<file path="config.mk">
export PLATFORM = sky130hd
export DESIGN_NAME = mmio_arbiter
export DESIGN_NICKNAME = d
export VERILOG_FILES = /design/src/rtl/mmio_arbiter.sv
export SDC_FILE = /design/constraint.sdc
export NUM_CORES = 1
export LEC_CHECK = 0
export ABC_CLOCK_PERIOD_IN_PS = 3910
export BUFFER_PORTS_ARGS = -buffer_cell sky130_fd_sc_hd__buf_4
export CORE_AREA = 2 2 105 107
export CTS_BUF_LIST = sky130_fd_sc_hd__clkbuf_8
export CTS_CLUSTER_SIZE = 25
export DETAILED_ROUTE_END_ITERATION = 10
export DIE_AREA = 0 0 107 109
export PLACE_DENSITY = 0.77
export SYNTH_ARGS = -nofsm -noshare
export SYNTH_HDL_FRONTEND = slang
export SYNTH_SLANG_ARGS = --single-unit
</file>
<file path="constraint.sdc">
create_clock -name clk -period 3.91 [get_ports clk]
set_input_delay 0 -clock clk [delete_from_list [all_inputs] [get_ports clk]]
set_output_delay 0 -clock clk [all_outputs]
set_load 0.02 [all_outputs]
</file>
<file path="src/rtl/mmio_arbiter.sv">
`timescale 1ns/1ps
// Two-requester MMIO arbiter: grants one request, issues a one-cycle strobe, returns a one-cycle response.
// Latency: accept T, strobe T+1, response T+2. Optional round-robin tie-break with MMIO_ARB_RR_EN (default: requester 0 wins).
module mmio_arbiter (
  input  logic        clk,
  input  logic        rst,
  input  logic [1:0]  req_valid,
  output logic [1:0]  req_ready,
  input  logic [1:0]  req_wr,
  input  logic [63:0] req_addr,
  input  logic [63:0] req_wdata,
  output logic [1:0]  rsp_valid,
  output logic [31:0] rsp_data,
  output logic [31:0] m_addr,
  output logic [31:0] m_wdata,
  output logic        m_wr,
  output logic        m_rd,
  input  logic [31:0] m_rdata,
  output logic        busy
);

  typedef enum logic [1:0] {IDLE, ISSUE, RESP} state_t;

  state_t     state;
  logic       gnt;
  logic       gnt_q;
  logic       wr_q;
  logic [1:0] rsp_q;
  logic       hs;

`ifdef MMIO_ARB_RR_EN
  logic last_q;

  always_comb begin
    gnt = 1'b0;
    if (req_valid == 2'b10)
      gnt = 1'b1;
    else if (req_valid == 2'b11)
      gnt = ~last_q;
  end
`else
  always_comb begin
    gnt = (req_valid == 2'b10);
  end
`endif

  always_comb begin
    req_ready = 2'b00;
    if (state == IDLE && !rst)
      req_ready[gnt] = req_valid[gnt];
  end

  assign hs = |req_ready;

  always_ff @(posedge clk) begin
    if (rst) begin
      state   <= IDLE;
      gnt_q   <= 1'b0;
      wr_q    <= 1'b0;
      rsp_q   <= 2'b00;
      m_addr  <= 32'h0;
      m_wdata <= 32'h0;
      m_wr    <= 1'b0;
      m_rd    <= 1'b0;
`ifdef MMIO_ARB_RR_EN
      last_q  <= 1'b1;
`endif
    end else begin
      case (state)
        IDLE: begin
          rsp_q <= 2'b00;
          if (hs) begin
            gnt_q   <= gnt;
            wr_q    <= req_wr[gnt];
            m_addr  <= gnt ? req_addr[63:32]  : req_addr[31:0];
            m_wdata <= gnt ? req_wdata[63:32] : req_wdata[31:0];
            m_wr    <= req_wr[gnt];
            m_rd    <= ~req_wr[gnt];
            state   <= ISSUE;
`ifdef MMIO_ARB_RR_EN
            last_q  <= gnt;
`endif
          end
        end
        ISSUE: begin
          m_wr  <= 1'b0;
          m_rd  <= 1'b0;
          rsp_q <= gnt_q ? 2'b10 : 2'b01;
          state <= RESP;
        end
        RESP: begin
          rsp_q <= 2'b00;
          state <= IDLE;
        end
        default: begin
          m_wr  <= 1'b0;
          m_rd  <= 1'b0;
          rsp_q <= 2'b00;
          state <= IDLE;
        end
      endcase
    end
  end

  // The slave registers read data on the strobe edge, so it is valid only during RESP;
  // a reset asserted in RESP suppresses the pulse already in flight.
  assign rsp_valid = rst ? 2'b00 : rsp_q;
  assign rsp_data  = (|rsp_valid && !wr_q) ? m_rdata : 32'h0;
  assign busy      = (state != IDLE);

endmodule

</file>
Word-level counts from Yosys, hierarchy flattened

Index checks and enable logic that the tools add are counted.

Bitwise gates (word level): 4
$lt $le $gt $ge: 2
Multipliers: 0
Shifts and indexed selects: 0
Equal/unequal tests: 4
Reduce and logical (&&, ||, !) cells: 12
Multiplexer cells: 18
Add/sub/neg operators: 0
Div/mod/pow operators: 0

Operator list:

| cell                                                                         | number |
|---|---|
| 32-bit two-way mux                                                           | 3 |
| 2-bit two-way mux                                                            | 4 |
| 1-bit two-way mux                                                            | 7 |
| 2-bit OR reduction                                                           | 3 |
| 2-bit equality test, second input constant                                   | 2 |
| 1-bit case mux with 2 select lines                                           | 2 |
| 2-bit case mux with 2 select lines                                           | 1 |
| 2-bit AND reduction                                                          | 2 |
| 1-bit logical AND                                                            | 3 |
| 1-bit inverter                                                               | 3 |
| 2-bit bitwise AND                                                            | 1 |
| 2-bit by 1-bit equality test with 1-bit output, second input constant        | 1 |
| 1-bit zero test                                                              | 2 |
| 2-bit zero test                                                              | 1 |
| 1-bit by 2-bit less-than comparator with 1-bit output, second input constant | 1 |
| 2-bit inequality test, second input constant                                 | 1 |
| 2-bit nonzero test                                                           | 1 |
| 1-bit demux with 1-bit select                                                | 1 |
| 1-bit greater-or-equal comparator, second input constant                     | 1 |

Bits in writable memories: 0
Memories kept: 0
Output and inout bits: 103
Bits in latches: 0
Bits in read-only memories: 0
Register bits after elaboration: 72
Input port bits: 166
Logic and storage cells: 48

Logic depth before layout (Yosys ltp)

Gate-level depths: netlist of run 1.

Depth after elaboration: 10
Gate-level depth with buffers: 6
Mapped depth without buffers: 3

Worst setup path after synthesis of run 1

No wires, ideal clock.

Path type: register -> register
Start: reg state[1]
End: reg m_addr[12]
Clock period less this slack: 1.259 ns
Buffers on the path: 2
Cell stages (with the launch flop): 6
Path slack: 2.651 ns
Setup time: 0.146 ns
Arrival time: 1.113 ns
Data required time: 3.764 ns
Path through: dfxtp_1 nor3_2 and2_1 buf_6 buf_6 a211oi_2

Word-level cells in the longest chain between the ends: 5

RTL lines:

| what                              | RTL line | RTL |
|---|---|---|
| start, declared                   | 24       | `state_t state;` |
| start signal, assigned            | 57       | `state <= IDLE;` |
| start signal, assigned            | 79       | `state <= ISSUE;` |
| start signal, assigned            | 89       | `state <= RESP;` |
| 2-bit zero test (*)               | 49, 69   |  |
| 1-bit logical AND                 | 49       | `if (state == IDLE && !rst)` |
| 2-bit two-way mux                 | 49       |  |
| 2-bit OR reduction                | 53       | `assign hs = \|req_ready;` |
| 2-bit AND reduction (no line) (*) | -        |  |
| end signal, assigned              | 75       | `m_addr <= gnt ? req_addr[63:32] : req_addr[31:0];` |
| end, declared                     | 14       | `output logic [31:0] m_addr,` |

Every way passes the cells marked *; elsewhere a longest branch is shown, timed or not.
A chain may end at the register's enable or synchronous reset.

Final worst setup path of run 1

Start: in req_valid[0]
End: reg m_wdata[18]

Word-level cells in the longest chain between the ends: 9
Elaborated cells between the ends (all ways): 13
Classes of those cells: order compare: 2; eq/ne: 1; mux: 6; bitwise: 1; reduce/logical: 3

RTL lines:

| what                                                                                                                             | RTL line | RTL |
|---|---|---|
| start, declared                                                                                                                  | 7        | `input logic [1:0] req_valid,` |
| 2-bit equality test                                                                                                              | 43       | `gnt = (req_valid == 2'b10);` |
| 1-bit by 2-bit less-than comparator with 1-bit output (implied by the code) or 1-bit greater-or-equal comparator (tied branches) | 50       | `req_ready[gnt] = req_valid[gnt];` |
| 1-bit logical AND (implied by the code)                                                                                          | 50       |  |
| 1-bit two-way mux (implied by the code)                                                                                          | 50       |  |
| 1-bit demux with 1-bit select                                                                                                    | 50       |  |
| 2-bit bitwise AND (no line)                                                                                                      | -        |  |
| 2-bit two-way mux                                                                                                                | 49       |  |
| 2-bit OR reduction                                                                                                               | 53       |  |
| 2-bit AND reduction (no line)                                                                                                    | -        |  |
| end signal, assigned                                                                                                             | 76       | `m_wdata <= gnt ? req_wdata[63:32] : req_wdata[31:0];` |
| end, declared                                                                                                                    | 15       | `output logic [31:0] m_wdata,` |

Several ways; a longest one is shown, not always the timed one. The select of a mux whose other input is x is not followed.

==> metrics.yaml, run 1 <==
cts_root_buffer: "clkbuf_8"
clkTransAtPathRegs_ns: 0.07
die_area_mm2: 0.0117
p_seq_share_pct: 39.2
end_kind: "flip-flop"
drv_cap: 0
rr_worst_depth: 3
whs_endpoint: "gnt_q$_SDFFE_PP0P_"
final_core_util_pct: 56.4
fp.dieW_um: 107
overflow: 0
clockPowerShare_pct: 32.1
rsz0062_at_grt: "false"
detail_route.wl_per_cell_um: 15.1
placed_cells: 736
final_cells: 755
routabilityCongestion: 0.715
r2r_start: "state[1]$_SDFFE_PP0P_"
relSlewSlack_pct: 32.6
drc_errors: 0
arrival_ns: 2.22
clock-sinks: 72
clk_path_buf_depth: 2
diodes: 0
skew_ns: 0.0111
areaGrowthSynthToFinish_pct: 60.3
yosysUniqueCellTypes: 23
final_nets: 776
final-setup-viol-count: 0
hold_viol_final: 0
vias_per_cell: 4.91
comb_power_share_pct: 28.7
grt_max_degree: 74
core_mm2: 0.0106
cts_made_buffers: 9
path_cells: "dlygate4sd3_1 -> buf_4 -> or2_2 -> and2_4 -> a211oi_1"
fin_total_pwr_mw: 2.14
synth.yosys.seq_area_share_pct: 38.7
hold_buffers: 2
final_antenna_net_count: 0
crit_type: "primary input to flip-flop"
worstMarginPinSlew_ns: 1.01
hold_path_depth: 3
clk-insertion-delay-late_ns: 0.33
place_ws_ns: 1.96
critical-path-max-stage-delay_ns: 0.85
fin_ws_ns: 1.85
hpwlAfterDp_um: 8380
ioPinCount: 269
io_buffers: 268
p_per_area_mw_per_mm2: 359
syn_avg_cell_area_um2: 10.2
fin_crit_ns: 2.06
synth_nets: 531
dr.first_iter.drc_count: 127
p_int_mw: 1.52
drive_gt1_share_pct: 54.6
dr_total_vias: 3708
die_h_um: 109
regArea_mm2: 0.00144
cts_setup_buffers: 0
syn-instance-count: 365
tns_ns: 0
crit_path_top_delay_cell: "and2_4"
netSwitchingPower_uw: 627
antenna_found_initial: 0
critPathRequiredTime_ns: 4.07
r2r_end: "m_wdata[18]$_SDFFE_PP0P_"
rows: 38
dr.pass1.iters: 4
vdd_ir_drop_max_mv: 0.201
max_freq_ghz: 0.486
cts_tree: "yes"
maxSlewViolCount: 0
post_cts_resized: 0
htree_levels: 3
grt_pass1_wl_um: 17300
syn_area_mm2: 0.00373
crit_path_start_kind: "primary input"
grt_pass1_vias: 3605
fin_crit_sh_pct: 52.6
power.share.switching_pct: 29.3
yosys_warnings: 0
leakage_nw: 2.67
grt_usage_pct: 18.4
start_util_pct: 35.2
outcome: "complete, no violations"
hp-class: "primary input to flip-flop"
multi_input_area_mm2: 0.00204
path_max_fanout: 66
regToRegSetupSlack_ns: 2.15
fillers: 924
drt-total-wl_um: 11400
min_from: "req_valid[1]"
synth-seq-cells: 72
==> cell type report <==
cell class,instances,area share (%)
flip-flops and latches,72,24.1
clock inverters,4,1.26
clock buffers,12,2.76
multi-input cells,250,34.1
repair buffers,275,34.7
well taps,140,2.93
inverters,2,0.126
==> stage by stage <==
| step | hold slack [ns] | instance area [µm²] |
|---|---|---|
| final | 0.00915 | 5980 |
| after global routing | 0.0247 | 5980 |
| after CTS | 0.00000988 | 5960 |
| after detailed placement | 0.258 | 5700 |
| after global placement | 0.253 | 5700 |
| after floorplan | 0.0966 | 3730 |
==> cell usage in the layout (no fill, tap or decap), drive strengths merged <==
master and instances:
mux2i 65, bufinv 2, clkinvlp 2, or2 1, nand2b 1, buf 273, nor3b 1, inv 2
o221a 2, dfxtp 72, and2 35, a211oi 66, a22oi 1, nor2b 5, dlygate4sd3 2, a21oi 66
nor3 3, nor2 3, clkbuf 12, a2bb2oi 1
==> power by group through the flow <==
stage          Combinational [mW]  Clock [mW]  Sequential (mW)
4_1_cts                     0.622       0.706            0.840
6_report                    0.616       0.688            0.840
3_5_place_dp                0.620           0            0.856
2_1_floorplan               0.271           0            0.929
3_3_place_gp                0.607           0            0.854
5_1_grt                     0.666       0.738            0.848
==> cells in the mapped netlist (all sizes together) <==
library cell  instances  share of area [%]
dfxtp                72                 39
a211oi               66                 19
a21oi                66                8.9
mux2i                65                 17
and2                 35                5.9
buf                  30                5.9
clkbuf               11                1.1
nor2b                 5               0.84
nor2                  3               0.30
nor3                  3               0.54
inv                   2               0.20
o221a                 2               0.60
a22oi                 1               0.20
a2bb2oi               1               0.23
nand2b                1               0.17
nor3b                 1               0.20
or2                   1               0.17
==> registers in the layout, summed over array words and instances (netlist names) <==
| name | cells |
|---|---|
| gnt_q | 1 |
| m_addr | 32 |
| m_rd | 1 |
| m_wdata | 32 |
| m_wr | 1 |
| rsp_q | 2 |
| state | 2 |
| wr_q | 1 |
==> cell families after synthesis <==
logic type | after synthesis | synth area share [%]
muxes | 65 | 17.4
buffers and inverters | 43 | 7.25
DFF | 72 | 38.7
and+or+nand+nor | 49 | 8.09
AOI/OAI and AO/OA | 136 | 28.6
==> routing by layer <==
metal / up-vias / routed length, µm / track usage (%)
met5: - / 0 / 0
met4: 0 / 252 / 6.96
met3: 19 / 734 / 3.95
met2: 158 / 5640 / 31.9
met1: 1697 / 4770 / 22.5
li1: 1834 / - / -
==> how the worst max path moves through the flow <==
stage,from,endpoint,slack (ns),cells after the start
5_1_grt,req_valid[0],m_wdata[28]$_SDFFE_PP0P_,1.70,5
6_report,req_valid[0],m_wdata[18]$_SDFFE_PP0P_,1.85,5
4_1_cts,rsp_q[1]$_SDFF_PP0_,rsp_data[23],1.80,4
3_5_place_dp,rst,rsp_data[28],1.96,4
3_3_place_gp,rst,rsp_data[6],2.12,4
2_1_floorplan,state[1]$_SDFFE_PP0P_,m_addr[12]$_SDFFE_PP0P_,2.65,5
==> critical path, delay by kind of cell <==
family | cells | cell delay, ns
AOI/OAI and AO/OA | 1 | 0.17
buffers and inverters | 2 | 0.71
and+or+nand+nor | 2 | 1.28
(Power assumes the default switching activity.)
==> inputs of run 2 (changes only) <==
Settings changed: ABC_CLOCK_PERIOD_IN_PS 3910 to 2000, CORE_AREA 2 2 105 107 to 2 2 103 105, DIE_AREA 0 0 107 109 to 0 0 105 107, PLACE_DENSITY 0.77 to 0.8.
Clock period 3.91 ns to 2 ns, I/O delays scaled along.
==> run 2 against run 1 <==
- count of clock-buffer cells in the layout shrank 2
- global-route usage grew 1.5 points
- first-iteration DRC count grew 20%
- final cell count grew 1.3%
- via count grew 3.5%
- sequential share of layout area shrank 0.60 points
- register-to-register slack lost 1.7 ns
- worst setup slack lost 1.7 ns
- combinational power grew 100%
- core utilization grew 4.4 points
- critical endpoint is now m_wdata[19]$_SDFFE_PP0P_
- highest routed layer unchanged
==> metrics.yaml, run 2 (synthesized netlist as in run 1, its figures left out) <==
wl_met1_um: 4470  # -6.4%
maxSlewViolCount: 0  # unchanged
clk-insertion-delay-late_ns: 0.33  # about the same
fillers: 825  # -11%
p_per_area_mw_per_mm2: 701  # +95%
final_core_util_pct: 60.7  # +4.4 points
final_nets: 790  # +1.8%
worstMarginPinSlew_ns: 0.617  # -0.394 ns
netSwitchingPower_mw: 1.24  # +98%
fp.dieW_um: 105  # -1.9%
fin_crit_sh_pct: 93.7
dr.pass1.iters: 4  # unchanged
route.met3.wl_um: 912  # +24%
cts_root_buffer: "clkbuf_8"
drv_cap: 0  # unchanged
dr.first_iter.drc_count: 152  # +20%
ioPinCount: 269  # unchanged
final_cells: 765  # +1.3%
reg_top3: "m_addr: 32 flops, m_wdata: 32 flops"
p_seq_share_pct: 38.3  # -0.9 points
regArea_mm2: 0.00144  # unchanged
diodes: 0  # unchanged
holdWs_ns: 0.0215  # +0.0124 ns
vias_per_cell: 5.01  # +2.1%
outcome: "complete, no violations"
die_h_um: 107  # -1.8%
maxUsedRoutingLayer: "met4"
final-setup-viol-count: 0  # unchanged
fin_ws_ns: 0.125  # -1.73 ns
fin_crit_ns: 1.87
relSlewSlack_pct: 58.8  # +26 points
hp-class: "primary input to flip-flop"
rows: 37  # -2.6%
drive_gt1_share_pct: 54.2  # -0.42 points
multi_input_area_mm2: 0.00204  # unchanged
start_util_pct: 36.9  # +1.8 points
max_freq_ghz: 0.533
mostFrequentLayoutCells: "buf_4, dfxtp_1, a21oi_1"
end_kind: "flip-flop"
place_ws_ns: 0.472  # -1.49 ns
postLayoutCellArea_mm2: 0.00613  # +2.6%
cts_made_buffers: 9  # unchanged
detail_route.wl_per_cell_um: 15.6  # +3.3%
core_mm2: 0.0101  # -4.8%
layout_commonest_cell: "buf_4"
critPathRequiredTime_ns: 2.24  # -1.83 ns
wl_met2_um: 6170  # +9.4%
clock-sinks: 72  # unchanged
place_area_mm2: 0.00578  # +1.3%
io_buffers: 268  # unchanged
clockPowerShare_pct: 32.6  # +0.5 points
areaGrowthSynthToFinish_pct: 64.4
final_antenna_net_count: 0  # unchanged
crit_type: "primary input to flip-flop"
drc_errors: 0  # unchanged
power.share.switching_pct: 29.0  # -0.29 points
overflow: 0  # unchanged
clk_path_buf_depth: 2  # unchanged
die_area_mm2: 0.0112  # -3.7%
regToRegSetupSlack_ns: 0.44  # -1.71 ns
grt_usage_pct: 20.0  # +1.5 points
dr_total_vias: 3836  # +3.5%
path_max_fanout: 32  # -52%
htree_levels: 3  # unchanged
leakage_nw: 2.76  # +3.2%
cts_tree: "yes"
hold_viol_final: 0  # unchanged
arrival_ns: 2.12  # -0.10 ns
routabilityCongestion: 0.729  # +1.9%
placed_cells: 739  # +0.41%
grt_pass1_wl_um: 18100  # +4.8%
p_int_mw: 3.05  # +100%
grt_max_degree: 47  # -36%
hpwlAfterDp_um: 9020  # +7.6%
clkTransAtPathRegs_ns: 0.08  # about the same
antenna_found_initial: 0  # unchanged
drt-total-wl_um: 11900  # +4.6%
vdd_ir_drop_max_mv: 0.497  # +150%
grt_pass1_vias: 3780  # +4.9%
crit_path_start_kind: "primary input"
comb_power_share_pct: 29.2  # +0.5 points
skew_ns: 0.0101  # -0.000955 ns
==> run 2: cell count changes in the layout (fill, tap and decap cells not counted) <==
cell and delta:
dlygate4sd3_1 +8, buf_4 +4, buf_12 +2, clkinvlp_4 -2
buf_6 -1, bufinv_16 +1, clkbuf_8 -1, clkinv_2 +1
clkinv_4 +1, inv_1 +1
==> run 2: metal layers <==
metal,GRT usage [%],up-vias
met4,9.14,0
met3,5.05,29
met5,0,-
met1,21.5,1748
li1,-,1865
met2,36.7,194
==> run 2: power by group through the flow <==
stage / Sequential [mW] / Clock (mW) / Combinational, mW
5_1_grt: 1.66 / 1.51 / 1.34
6_report: 1.64 / 1.40 / 1.25
2_1_floorplan: 1.82 / 0 / 0.530
3_5_place_dp: 1.67 / 0 / 1.24
3_3_place_gp: 1.67 / 0 / 1.21
4_1_cts: 1.64 / 1.45 / 1.26
==> run 2: layout make-up <==
type,count,area share [%]
timing repair buffer,289,36.3
clock buffer,10,2.25
tap,136,2.78
clock inverter,6,1.76
inverter,2,0.122
sequential,72,23.5
multi-input combinational,250,33.3
==> run 2: worst max-delay path: stages <==
cell,delay (ns)
dlygate4sd3_1,0.53
buf_4,0.16
nor2b_4,0.12
clkbuf_8,0.33
mux2i_1,0.12
dlygate4sd3_1,0.57
a211oi_1,0.26
==> run 2: path summary, 6_finish.rpt <==
path                         start                        to  cells past startpoint
max                   req_valid[0]  m_wdata[19]$_SDFFE_PP0P_                      7
min                  req_wdata[14]  m_wdata[14]$_SDFFE_PP0P_                      3
min reg2reg     gnt_q$_SDFFE_PP0P_       rsp_q[0]$_SDFF_PP0_                      1
max reg2reg  state[1]$_SDFFE_PP0P_        gnt_q$_SDFFE_PP0P_                      4
==> run 2: repair_timing <==
item / 4_1_cts / 5_1_grt
hold buffers: 10 / 0
setup endpoints to repair: 0 / 3
endpoints found under the hold margin: 6 / 0
gates resized for setup: 0 / 2
buffers inserted: 0 / 0
==> run 2: per-stage QoR <==
stage / power (mW) / TNS (ns)
6_report: 4.29 / 0
3_3_place_gp: 2.88 / 0
4_1_cts: 4.35 / 0
2_1_floorplan: 2.34 / 0
5_1_grt: 4.50 / -0.00269
3_5_place_dp: 2.92 / 0
==> inputs of run 3 (changes only) <==
Settings changed: ABC_AREA set to 1, CORE_AREA 2 2 103 105 to 2 2 105 107, DIE_AREA 0 0 105 107 to 0 0 107 109, PLACE_DENSITY 0.8 to 0.76.
==> run 3 against run 2 <==
- worst hold slack worse by 0.010 ns
- global-route usage is 4.4 points higher
- maximum frequency is 21% higher
- area after synthesis is 2.8% lower
- wire length is 22% higher
- core utilization is 3.8 points higher
- via count is 27% higher
- critical path type is now primary input to output port
- largest power group unchanged
==> metrics.yaml, run 3 <==
fin_ws_ns: 0.449  # +0.324 ns
drv_cap: 0  # unchanged
fin_total_pwr_mw: 4.42  # +3.0%
vias_per_cell: 4.50  # -10%
r2r_end: "m_addr[25]$_SDFFE_PP0P_"
grt_pass1_vias: 4647  # +23%
cts_root_buffer: "clkbuf_8"
grt_pass1_wl_um: 22300  # +23%
clockPowerShare_pct: 31.1  # -1.5 points
die_h_um: 109  # +1.9%
final_nets: 1104  # +40%
core_mm2: 0.0106  # +5.1%
fp.dieW_um: 107  # +1.9%
final_antenna_net_count: 0  # unchanged
path_max_fanout: 32  # unchanged
worstMarginPinSlew_ns: 0.422  # -0.195 ns
yosysUniqueCellTypes: 20  # -13%
mostFrequentLayoutCells: "buf_4, nand2_1, nor2_1"
fin_crit_ns: 1.55  # -0.324 ns
drc_errors: 0  # unchanged
critPathRequiredTime_ns: 2.00  # -0.24 ns
synth_compound_area_share_pct: 10.1  # -18 points
layout_commonest_cell: "buf_4"
synth_nets: 762  # +44%
whs_endpoint: "m_addr[0]$_SDFFE_PP0P_"
yosys.area_share.xor_xnor_pct: 0  # unchanged
max_freq_ghz: 0.645  # +21%
synth-seq-cells: 72  # unchanged
synthArstFlopShare_pct: 0  # unchanged
place_ws_ns: 0.605  # +0.133 ns
post-synth-top-count-cell: "nand2_1"
dr.first_iter.drc_count: 172  # +13%
io_buffers: 268  # unchanged
synth_simple_gate_area_share_pct: 38.6  # +31 points
dr.pass1.iters: 6  # +2
p_per_area_mw_per_mm2: 646  # -7.8%
arrival_ns: 1.55  # -0.57 ns
crit_path_start_kind: "primary input"
grt_max_degree: 66  # +40%
placed_cells: 974  # +32%
p_int_mw: 3.10  # +1.7%
leakage_nw: 3.69  # +34%
hp-class: "primary input to flip-flop"
drt-total-wl_um: 14500  # +22%
ioPinCount: 269  # unchanged
syn_avg_cell_area_um2: 6.08  # -40%
crit_path_top_delay_cell: "dlygate4sd3_1"
path_delay_family: "buffers and inverters"
hold_path_depth: 5  # +2
maxSlewViolCount: 0  # unchanged
crit_path_frequent_cell: "buf_4"
holdWs_ns: 0.0114  # -0.0101 ns
synth-edff-count: 0  # unchanged
synth.area.top_cells: "dfxtp_1, nand2_1, nor2_1, o21ai_1, inv_1"
skew_ns: 0.00855  # -0.00158 ns
clk-insertion-delay-late_ns: 0.34  # about the same
synth_flop_cell: "dfxtp_1"
critical-path-max-stage-delay_ns: 0.55  # -0.02 ns
tns_ns: 0  # unchanged
regToRegSetupSlack_ns: 0.61  # +0.17 ns
diodes: 0  # unchanged
drive_gt1_share_pct: 31.8  # -22 points
hpwlAfterDp_um: 9530  # +5.6%
post_cts_resized: 0  # unchanged
path_buf_inv: 4  # unchanged
yosys_warnings: 0  # unchanged
dr_total_vias: 4869  # +27%
regArea_mm2: 0.00144  # unchanged
r2r_start: "state[1]$_SDFFE_PP0P_"
netSwitchingPower_mw: 1.32  # +6.1%
final-setup-viol-count: 0  # unchanged
multi_input_area_mm2: 0.00179  # -12%
min_from: "req_addr[0]"
relSlewSlack_pct: 71.9  # +13 points
p_seq_share_pct: 37.1  # -1.2 points
outcome: "complete, no violations"
final_core_util_pct: 64.5  # +3.8 points
cts_made_buffers: 9  # unchanged
rr_worst_depth: 6  # +2
fin_crit_sh_pct: 77.6  # -16 points
vdd_ir_drop_max_mv: 0.401  # -19%
clkTransAtPathRegs_ns: 0.08  # about the same
yosys.area.top_type_share_pct: 39.8  # +1.1 points
syn_area_mm2: 0.00362  # -2.8%
grt_usage_pct: 24.4  # +4.4 points
start_util_pct: 34.2  # -2.8 points
rsz0062_at_grt: "false"
synth_mux_area_share_pct: 0  # -17 points
place_area_mm2: 0.00568  # -1.7%
reg_top3: "m_addr: 32 flops, m_wdata: 32 flops"
rows: 38  # +2.7%
hold_viol_final: 0  # unchanged
postLayoutCellArea_mm2: 0.00684  # +12%
clk_path_buf_depth: 2  # unchanged
areaGrowthSynthToFinish_pct: 88.7
detail_route.wl_per_cell_um: 13.4  # -14%
htree_levels: 3  # unchanged
path_cells: "dlygate4sd3_1 -> buf_4 -> nor2_1 -> o21bai_2 -> buf_4 -> nor2_1 -> buf_4"
power.share.switching_pct: 29.8  # +0.88 points
final_cells: 1082  # +41%
crit_type: "primary input to output port"
overflow: 0  # unchanged
syn-instance-count: 596  # +63%
antenna_found_initial: 0  # unchanged
end_kind: "output port"
ys_top_cells_by_count: "nand2_1, nor2_1, dfxtp_1, o21ai_1, inv_1"
routabilityCongestion: 0.780  # +7.1%
yosysTopAreaCell: "dfxtp_1"
synth_top_family_by_area: "simple AND/OR/NAND/NOR gates"
clock-sinks: 72  # unchanged
cts_tree: "yes"
comb_power_share_pct: 31.8  # +2.6 points
die_area_mm2: 0.0117  # +3.8%
fillers: 952  # +15%
synthAdderAreaFrac_pct: 0  # unchanged
synth.yosys.seq_area_share_pct: 39.8  # +1.1 points
run 3: cell families after synthesis:
group | Yosys count
buffers and inverters | 84
AO/OA/AOI/OAI | 71
flip-flops | 72
AND/OR/NAND/NOR | 369
run 3: repair_timing:
action,in CTS,in global routing
buffers inserted,0,0
hold buffers,93,0
endpoints found under the hold margin,57,0
run 3: layer usage:
layer	track usage, %	up-vias	wire [µm]
li1	-	2476	-
met2	44.6	204	7380
met3	7.65	29	1200
met5	0	-	0
met4	11.2	0	529
met1	25.5	2160	5420
run 3: worst max-delay path by stage:
| stage | start | endpoint | depth (start not counted) |
|---|---|---|---|
| final | rst | rsp_data[1] | 7 |
| after global routing | rst | rsp_data[15] | 7 |
| after CTS | rst | rsp_data[1] | 7 |
| after detailed placement | state[1]$_SDFFE_PP0P_ | m_wdata[11]$_SDFFE_PP0P_ | 6 |
| after global placement | state[1]$_SDFFE_PP0P_ | m_wdata[21]$_SDFFE_PP0P_ | 6 |
| after floorplan | rsp_q[1]$_SDFF_PP0_ | rsp_data[0] | 5 |
run 3: area by class of cell:
class,instances,share of cell area (%)
inverter,45,2.47
clock buffer,9,1.81
timing repair buffer,370,44.4
multi-input combinational,440,26.1
tap,140,2.56
sequential,72,21.1
clock inverter,6,1.61
run 3: power by group through the flow:
stage	combinational [mW]	clock [mW]	sequential, mW
CTS	1.40	1.40	1.64
global placement	1.21	0	1.67
finish	1.41	1.37	1.64
detailed placement	1.22	0	1.67
global route	1.53	1.47	1.66
floorplan	0.487	0	1.83
run 3: worst register-to-register path: cells and delay by family, from the launching register on:
family / cells / cell delay, ns
buffers and inverters: 1 / 0.28
AND/OR/NAND/NOR: 5 / 0.75
flip-flops: 1 / 0.32
